`src/rtl/layer_priority_ctrl_pkg.sv`:
```
// Shared types for the layer priority controller: slot entry, FSM states, defaults.
// Package objects_pkg; the layer_priority_ctrl top must be built with NUM_LAYERS equal to the value here.
package objects_pkg;

  localparam int          NUM_LAYERS = 8;
  localparam int          LAYER_W    = $clog2(NUM_LAYERS);
  localparam logic [7:0]  BG_COLOR   = 8'h00;

  typedef logic [LAYER_W-1:0] layer_idx_t;

  typedef struct packed {
    layer_idx_t layer;
    logic       enable;
    logic       blink;
  } slot_entry_t;

  typedef enum logic [1:0] {
    IDLE    = 2'd0,
    PENDING = 2'd1,
    APPLY   = 2'd2
  } state_e;

  function automatic slot_entry_t identity_entry(input int slot);
    slot_entry_t e;
    e.layer  = layer_idx_t'(slot);
    e.enable = 1'b1;
    e.blink  = 1'b0;
    return e;
  endfunction

endpackage

```
`src/rtl/layer_priority_ctrl_if.sv`:
```
// Configuration bus of the layer priority controller: slot writes and commit requests.
interface layer_priority_ctrl_if;
  import objects_pkg::*;

  logic       cfgValid;
  logic       cfgReady;
  layer_idx_t cfgSlot;
  layer_idx_t cfgLayer;
  logic       cfgEnable;
  logic       cfgBlink;
  logic       cfgCommit;

  modport master (
    output cfgValid, cfgSlot, cfgLayer, cfgEnable, cfgBlink, cfgCommit,
    input  cfgReady
  );

  modport slave (
    input  cfgValid, cfgSlot, cfgLayer, cfgEnable, cfgBlink, cfgCommit,
    output cfgReady
  );

endinterface

```
`src/rtl/layer_priority_ctrl_pick.sv`:
```
// Combinational winner search: lowest slot that is enabled, requested and not blanked.
module layer_priority_pick
  import objects_pkg::*;
(
  input  slot_entry_t [NUM_LAYERS-1:0] slots_i,
  input  logic [NUM_LAYERS-1:0]        layer_dr_i,
  input  logic                         blank_phase_i,
  output logic                         found_o,
  output layer_idx_t                   layer_o
);

  logic [NUM_LAYERS-1:0] slot_hit;

  for (genvar gi = 0; gi < NUM_LAYERS; gi++) begin : g_hit
    assign slot_hit[gi] = slots_i[gi].enable
                       && layer_dr_i[slots_i[gi].layer]
                       && !(blank_phase_i && slots_i[gi].blink);
  end

  // Scan from the top so the lowest hitting slot overwrites last and wins.
  always_comb begin
    found_o = 1'b0;
    layer_o = '0;
    for (int s = NUM_LAYERS - 1; s >= 0; s--) begin
      if (slot_hit[s]) begin
        found_o = 1'b1;
        layer_o = slots_i[s].layer;
      end
    end
  end

endmodule

```
`src/rtl/layer_priority_ctrl.sv`:
```
// Layer priority mux with a shadow/active slot table swapped on frame boundaries.
// Optional per-slot blinking is compiled in with `define LAYER_BLINK_EN.
module layer_priority_ctrl #(
  parameter int         NUM_LAYERS   = objects_pkg::NUM_LAYERS,
  parameter logic [7:0] BG_COLOR     = objects_pkg::BG_COLOR,
  parameter int         BLINK_FRAMES = 16
) (
  input  logic                         clk,
  input  logic                         resetN,
  input  logic                         startOfFrame,
  input  logic [NUM_LAYERS-1:0]        layerDR,
  input  logic [NUM_LAYERS-1:0][7:0]   layerRGB,
  layer_priority_ctrl_if.slave         cfg,
  output logic [7:0]                   RGBOut,
  output objects_pkg::layer_idx_t      winLayer,
  output logic                         anyDR,
  output logic                         applyPending
);

  objects_pkg::state_e                          state_q, state_d;
  objects_pkg::slot_entry_t [NUM_LAYERS-1:0]    shadow_q, shadow_d;
  objects_pkg::slot_entry_t [NUM_LAYERS-1:0]    active_q, active_d;
  logic                                         cfg_wr;
  logic                                         blink_bit;
  logic                                         blink_phase;
  logic                                         pick_found;
  objects_pkg::layer_idx_t                      pick_layer;
  logic [7:0]                                   rgb_q;
  objects_pkg::layer_idx_t                      win_q;
  logic                                         any_q;

  assign cfg.cfgReady = (state_q == objects_pkg::IDLE);
  assign cfg_wr       = cfg.cfgValid && cfg.cfgReady;
  assign applyPending = (state_q == objects_pkg::PENDING);

`ifdef LAYER_BLINK_EN
  localparam int CNT_W = (BLINK_FRAMES > 1) ? $clog2(BLINK_FRAMES) : 1;

  logic [CNT_W-1:0] blink_cnt_q, blink_cnt_d;
  logic             blink_phase_q, blink_phase_d;

  always_comb begin
    blink_cnt_d   = blink_cnt_q;
    blink_phase_d = blink_phase_q;
    if (startOfFrame) begin
      if (blink_cnt_q == CNT_W'(BLINK_FRAMES - 1)) begin
        blink_cnt_d   = '0;
        blink_phase_d = !blink_phase_q;
      end else begin
        blink_cnt_d = blink_cnt_q + CNT_W'(1);
      end
    end
  end

  always_ff @(posedge clk or negedge resetN) begin
    if (!resetN) begin
      blink_cnt_q   <= '0;
      blink_phase_q <= 1'b0;
    end else begin
      blink_cnt_q   <= blink_cnt_d;
      blink_phase_q <= blink_phase_d;
    end
  end

  assign blink_bit   = cfg.cfgBlink;
  assign blink_phase = blink_phase_q;
`else
  logic unused_blink;
  assign unused_blink = cfg.cfgBlink ^ (BLINK_FRAMES == 0);
  assign blink_bit    = 1'b0;
  assign blink_phase  = 1'b0;
`endif

  always_comb begin
    state_d  = state_q;
    shadow_d = shadow_q;
    if (cfg_wr) begin
      shadow_d[cfg.cfgSlot] = '{layer: cfg.cfgLayer, enable: cfg.cfgEnable, blink: blink_bit};
    end
    case (state_q)
      objects_pkg::IDLE:    if (cfg.cfgCommit) state_d = objects_pkg::PENDING;
      objects_pkg::PENDING: if (startOfFrame)  state_d = objects_pkg::APPLY;
      objects_pkg::APPLY:   state_d = objects_pkg::IDLE;
      default:              state_d = objects_pkg::IDLE;
    endcase
  end

  // The pick sees the new table during APPLY itself, so only the frame's first pixel uses the old one.
  assign active_d = (state_q == objects_pkg::APPLY) ? shadow_q : active_q;

  always_ff @(posedge clk or negedge resetN) begin
    if (!resetN) begin
      state_q <= objects_pkg::IDLE;
      for (int i = 0; i < NUM_LAYERS; i++) begin
        shadow_q[i] <= objects_pkg::identity_entry(i);
        active_q[i] <= objects_pkg::identity_entry(i);
      end
    end else begin
      state_q  <= state_d;
      shadow_q <= shadow_d;
      active_q <= active_d;
    end
  end

  layer_priority_pick u_pick (
    .slots_i       (active_d),
    .layer_dr_i    (layerDR),
    .blank_phase_i (blink_phase),
    .found_o       (pick_found),
    .layer_o       (pick_layer)
  );

  always_ff @(posedge clk or negedge resetN) begin
    if (!resetN) begin
      rgb_q <= 8'h00;
      win_q <= '0;
      any_q <= 1'b0;
    end else if (pick_found) begin
      rgb_q <= layerRGB[pick_layer];
      win_q <= pick_layer;
      any_q <= 1'b1;
    end else begin
      rgb_q <= BG_COLOR;
      win_q <= '0;
      any_q <= 1'b0;
    end
  end

  assign RGBOut   = rgb_q;
  assign winLayer = win_q;
  assign anyDR    = any_q;

endmodule

```
`src/flat_wrapper.sv`:
```
// flat-port wrapper written by rule: the top's interface ports become plain ports
module layer_priority_ctrl_flat 
#(
  parameter int         NUM_LAYERS   = objects_pkg::NUM_LAYERS,
  parameter logic [7:0] BG_COLOR     = objects_pkg::BG_COLOR,
  parameter int         BLINK_FRAMES = 16
)
  (clk, resetN, startOfFrame, layerDR, layerRGB, RGBOut, winLayer, anyDR, applyPending, cfg_cfgValid, cfg_cfgSlot, cfg_cfgLayer, cfg_cfgEnable, cfg_cfgBlink, cfg_cfgCommit, cfg_cfgReady);
  layer_priority_ctrl_if cfg_i ();
  input  logic clk;
  input  logic resetN;
  input  logic startOfFrame;
  input  logic [NUM_LAYERS-1:0] layerDR;
  input  logic [NUM_LAYERS-1:0][7:0] layerRGB;
  output logic [7:0] RGBOut;
  output objects_pkg::layer_idx_t winLayer;
  output logic anyDR;
  output logic applyPending;
  input wire logic [$bits(cfg_i.cfgValid)-1:0] cfg_cfgValid;
  input wire logic [$bits(cfg_i.cfgSlot)-1:0] cfg_cfgSlot;
  input wire logic [$bits(cfg_i.cfgLayer)-1:0] cfg_cfgLayer;
  input wire logic [$bits(cfg_i.cfgEnable)-1:0] cfg_cfgEnable;
  input wire logic [$bits(cfg_i.cfgBlink)-1:0] cfg_cfgBlink;
  input wire logic [$bits(cfg_i.cfgCommit)-1:0] cfg_cfgCommit;
  output wire logic [$bits(cfg_i.cfgReady)-1:0] cfg_cfgReady;
  assign cfg_i.cfgValid = cfg_cfgValid;
  assign cfg_i.cfgSlot = cfg_cfgSlot;
  assign cfg_i.cfgLayer = cfg_cfgLayer;
  assign cfg_i.cfgEnable = cfg_cfgEnable;
  assign cfg_i.cfgBlink = cfg_cfgBlink;
  assign cfg_i.cfgCommit = cfg_cfgCommit;
  assign cfg_cfgReady = cfg_i.cfgReady;
  layer_priority_ctrl #(.NUM_LAYERS(NUM_LAYERS), .BG_COLOR(BG_COLOR), .BLINK_FRAMES(BLINK_FRAMES)) u_core (.clk(clk), .resetN(resetN), .startOfFrame(startOfFrame), .layerDR(layerDR), .layerRGB(layerRGB), .cfg(cfg_i), .RGBOut(RGBOut), .winLayer(winLayer), .anyDR(anyDR), .applyPending(applyPending));
endmodule
```
`config.mk`:
```
export PLATFORM = sky130hd
export DESIGN_NAME = layer_priority_ctrl_flat
export DESIGN_NICKNAME = d
export VERILOG_FILES = /design/src/rtl/layer_priority_ctrl_pkg.sv /design/src/rtl/layer_priority_ctrl_if.sv /design/src/rtl/layer_priority_ctrl_pick.sv /design/src/rtl/layer_priority_ctrl.sv /design/src/flat_wrapper.sv
export SDC_FILE = /design/constraint.sdc
export NUM_CORES = 1
export LEC_CHECK = 0
export ABC_AREA = 1
export CAP_MARGIN = 20
export CORE_AREA = 5 5 142 144
export DETAILED_ROUTE_END_ITERATION = 10
export DIE_AREA = 0 0 147 149
export GPL_TIMING_DRIVEN = 0
export HOLD_SLACK_MARGIN = 0.03
export PLACE_DENSITY_LB_ADDON = 0.05
export SETUP_SLACK_MARGIN = 0.05
export SLEW_MARGIN = 20
export SYNTH_ARGS = -nofsm -noshare
export SYNTH_HDL_FRONTEND = slang
export SYNTH_SLANG_ARGS = --single-unit
```
`constraint.sdc`:
```
create_clock -name clk -period 2.4 [get_ports clk]
set_input_delay 0.24 -clock clk [delete_from_list [all_inputs] [get_ports clk]]
set_output_delay 0.24 -clock clk [all_outputs]
set_load 0.05 [all_outputs]
```
==> flow_summary.yaml, run 1 <==
synthesis:
  synth_cell_type_count: 34
  synth_nets: 703
  synth_top_family_by_area: "simple AND/OR/NAND/NOR gates"
  synth.top_cell.area_share: 0.2294
  synth_compound_area_frac: 0.1240
  seq_area_frac_synth: 0.4369
  synthCells: 618
  synth-simple-area-share: 0.3564
  synth_xor_area_frac: 0
  synth_area_um2: 4582
  ys_top_cells_by_area: "dfstp_2, dfrtp_1, nand2_1, nand3_1, o21ai_0"
  synth_mux_area_frac: 0
  ys_warn_count: 0
  ys_ff_latch: 78
  synthAdderAreaFrac: 0
  avgSynthCellArea_um2: 7.414
  yosys.area.top_type: "dfstp_2"
timing:
  fin_worst_skew_ns: 0.007577
  fin_crit_sh: 1.151
  fin_ws_ns: -0.3618
  slew_viol_final: 0
  finalHoldViolCount: 0
  holdWs_ns: 0.4288
  tightest_slew_ns: 0.7149
  rsz0062_at_grt: "true"
  finalSetupViolCount: 11
  fmax_ghz: 0.3621
  slew_headroom: 0.5198
  fin_crit_ns: 2.762
layout:
  area_growth_pct: 56.01
  mostFrequentLayoutCells: "nand2_1, clkdlybuf4s50_1, nand3_1"
  design_area_um2: 7148
  fillerInstances: 1929
  postLayoutCoreUtil: 0.3847
  drive_gt1_frac: 0.3338
  antennaDiodeCount: 0
  fin_nets: 850
  final_common_cell: "nand2_1"
  finalNonFillerCells: 1004
die:
  die_area_um2: 21900
  start_util: 0.2466
  rows: 50
  io_pins: 99
  core_area_um2: 18580
  fp.dieH_um: 149
  die_w_um: 147
setup_path:
  max_stage_delay_ns: 0.45
  arrival_ns: 2.99
  rr_startpoint: "u_core.state_q[0]"
  required_ns: 2.63
  r2r-end: "u_core.RGBOut[6]"
  cp_cell_sequence: "clkinv_4, nand2_8, buf_6, o21ai_4, inv_2, nand2_1, nand3_2, nand3_2, nand2_2, nor2_4, nand2_1, nand2_1, nand2_1, nand2_1, nand2_2, nand2_4, nand2_8, clkbuf_16, nand2_2, nand3_2, nand3_1, nand2_1"
  startpoint_type: "register"
  cp_common_cell: "nand2_1"
  worstPathMaxFanout: 8
  reg2reg_depth: 22
  end_kind: "register"
  worstSetupPathType: "register to register"
  critPathSlowestCell: "dfrtp_2"
  r2r_setup_slack_ns: -0.36
clocking:
  path_clk_slew_ns: 0.06
  cts.sinks: 78
  cts_root_buf: "clkbuf_16"
  cts_tree: "built"
  cts_buffers: 9
  cts_max_path_buffers: 2
  htreeDepth: 3
  clkLatencyLatePin_ns: 0.34
route:
  viasPerCell: 4.658
  first_pass_iters: 5
  dr_total_vias: 4677
  routed_wl_mm: 17.29
  drc_errors: 0
  drt_iter0_drc: 196
  wl_per_cell_um: 17.22
  ant_nets: 0
min_path:
  hold_path_class: "primary input to asynchronous set/reset pin"
global_routing:
  grt_usage: 0.1568
  grt_pass1_vias: 4697
  grt_pass1_wl_mm: 26.59
  antenna_found_initial: 0
  grt_max_degree: 41
  overflow: 0
placed_design:
  routabilityCongestion: 0.8305
  port_buffers: 97
  dp.cells: 950
  place_area_um2: 5866
  dp.final_hpwl_mm: 12.73
flow_run:
  maxCapViolCount: 0
run_status:
  violations: "negative setup slack"
  outcome: "finished, violations left"
## worst max path at each step
stage / from / to / slack, ns / cells after the start
floorplan: u_core.state_q[1] / u_core.RGBOut[6] / 0.04 / 19
global placement: resetN / u_core.RGBOut[1] / -1.88 / 1
detailed placement: layerDR[6] / u_core.RGBOut[2] / -0.77 / 19
CTS: u_core.state_q[0] / u_core.RGBOut[2] / -0.33 / 20
global route: u_core.state_q[0] / u_core.RGBOut[6] / -0.59 / 23
finish: u_core.state_q[0] / u_core.RGBOut[6] / -0.36 / 22
## cell type report
class | count | area [um2] | share of cell area
tap | 234 | 292.8 | 0.04096
sequential | 78 | 2003 | 0.2802
clock buffer | 9 | 225.2 | 0.03151
buffer | 18 | 207.7 | 0.02906
timing repair buffer | 135 | 1384 | 0.1936
multi-input combinational | 457 | 2700 | 0.3777
inverter | 66 | 255.2 | 0.03571
clock inverter | 7 | 80.08 | 0.01120
## sequential cells by signal (all words and copies together), names as in the netlist
| register | cells |
|---|---|
| u_core.winLayer | 3 |
| u_core.RGBOut | 8 |
| u_core.shadow_q | 32 |
| u_core.active_q | 32 |
| u_core.state_q | 2 |
| u_core.anyDR | 1 |
## synthesized netlist by cell type
library cell,instances
nand2_1,175
nand3_1,128
inv_1,53
o21ai_0,41
dfstp_2,40
dfrtp_1,38
nor2_1,25
a21oi_1,17
o21ai_1,15
inv_2,13
o21ai_2,8
nand2_2,7
or2_1,7
buf_2,6
buf_6,6
o211ai_1,6
nor2_2,5
nor3_1,4
buf_4,3
clkbuf_1,3
nand3_2,3
o21ai_4,2
or2_2,2
a211oi_2,1
a21boi_2,1
a21oi_2,1
a21oi_4,1
a31oi_1,1
nand2_4,1
nand2_8,1
nand3b_1,1
nand4_1,1
or2_0,1
or2_4,1
## critical path, delay by kind of cell (launching register included)
kind / cells / cell delay, ns
flip-flops: 1 / 0.45
buffers and inverters: 4 / 0.50
AND/OR/NAND/NOR: 17 / 1.41
AO/OA/AOI/OAI: 1 / 0.26
## timing repair
item / CTS / global route
cloned: 5 / 2
hold buffers: 1 / 0
buffers inserted: 24 / 6
pin swaps: 16 / 34
resized for setup: 72 / 90
endpoints found under the hold margin: 19 / 0
endpoints found under the setup margin: 11 / 19
## metrics by stage
step	worst slack, ns	setup TNS (ns)
after global routing	-0.5866	-5.572
after floorplan	0.03785	0
after global placement	-1.875	-113.46
final	-0.3618	-3.091
after detailed placement	-0.7703	-6.935
after CTS	-0.3317	-2.768
## layer usage
| layer | vias to the layer above | global-route usage | wire, um |
|---|---|---|---|
| met5 | - | 0 | 0 |
| li1 | 2329 | - | - |
| met2 | 107 | 0.2597 | 8493 |
| met1 | 2219 | 0.2132 | 7910 |
| met4 | 0 | 0.03914 | 235 |
| met3 | 22 | 0.02765 | 648 |
## kinds of logic (layout without fill, tap and decap cells)
family | Yosys count | after routing
AND/OR/NAND/NOR | 362 | 363
buffers and inverters | 84 | 235
AO/OA/AOI/OAI | 94 | 94
flip-flops | 78 | 78
Power of run 1 is not shown: default switching activity piles up to over one toggle a cycle in this logic, so the estimate is an artifact.
==> inputs of run 2 (changes only) <==
--- a/config.mk
+++ b/config.mk
@@ -11,7 +11,7 @@
 export DETAILED_ROUTE_END_ITERATION = 10
 export DIE_AREA = 0 0 147 149
 export GPL_TIMING_DRIVEN = 0
-export HOLD_SLACK_MARGIN = 0.03
+export HOLD_SLACK_MARGIN = 0.08
 export PLACE_DENSITY_LB_ADDON = 0.05
 export SETUP_SLACK_MARGIN = 0.05
 export SLEW_MARGIN = 20
==> results of run 2 <==
Final layout, timing and power as in run 1 (identical DEF).
Power of run 2 is left out for the same reason.
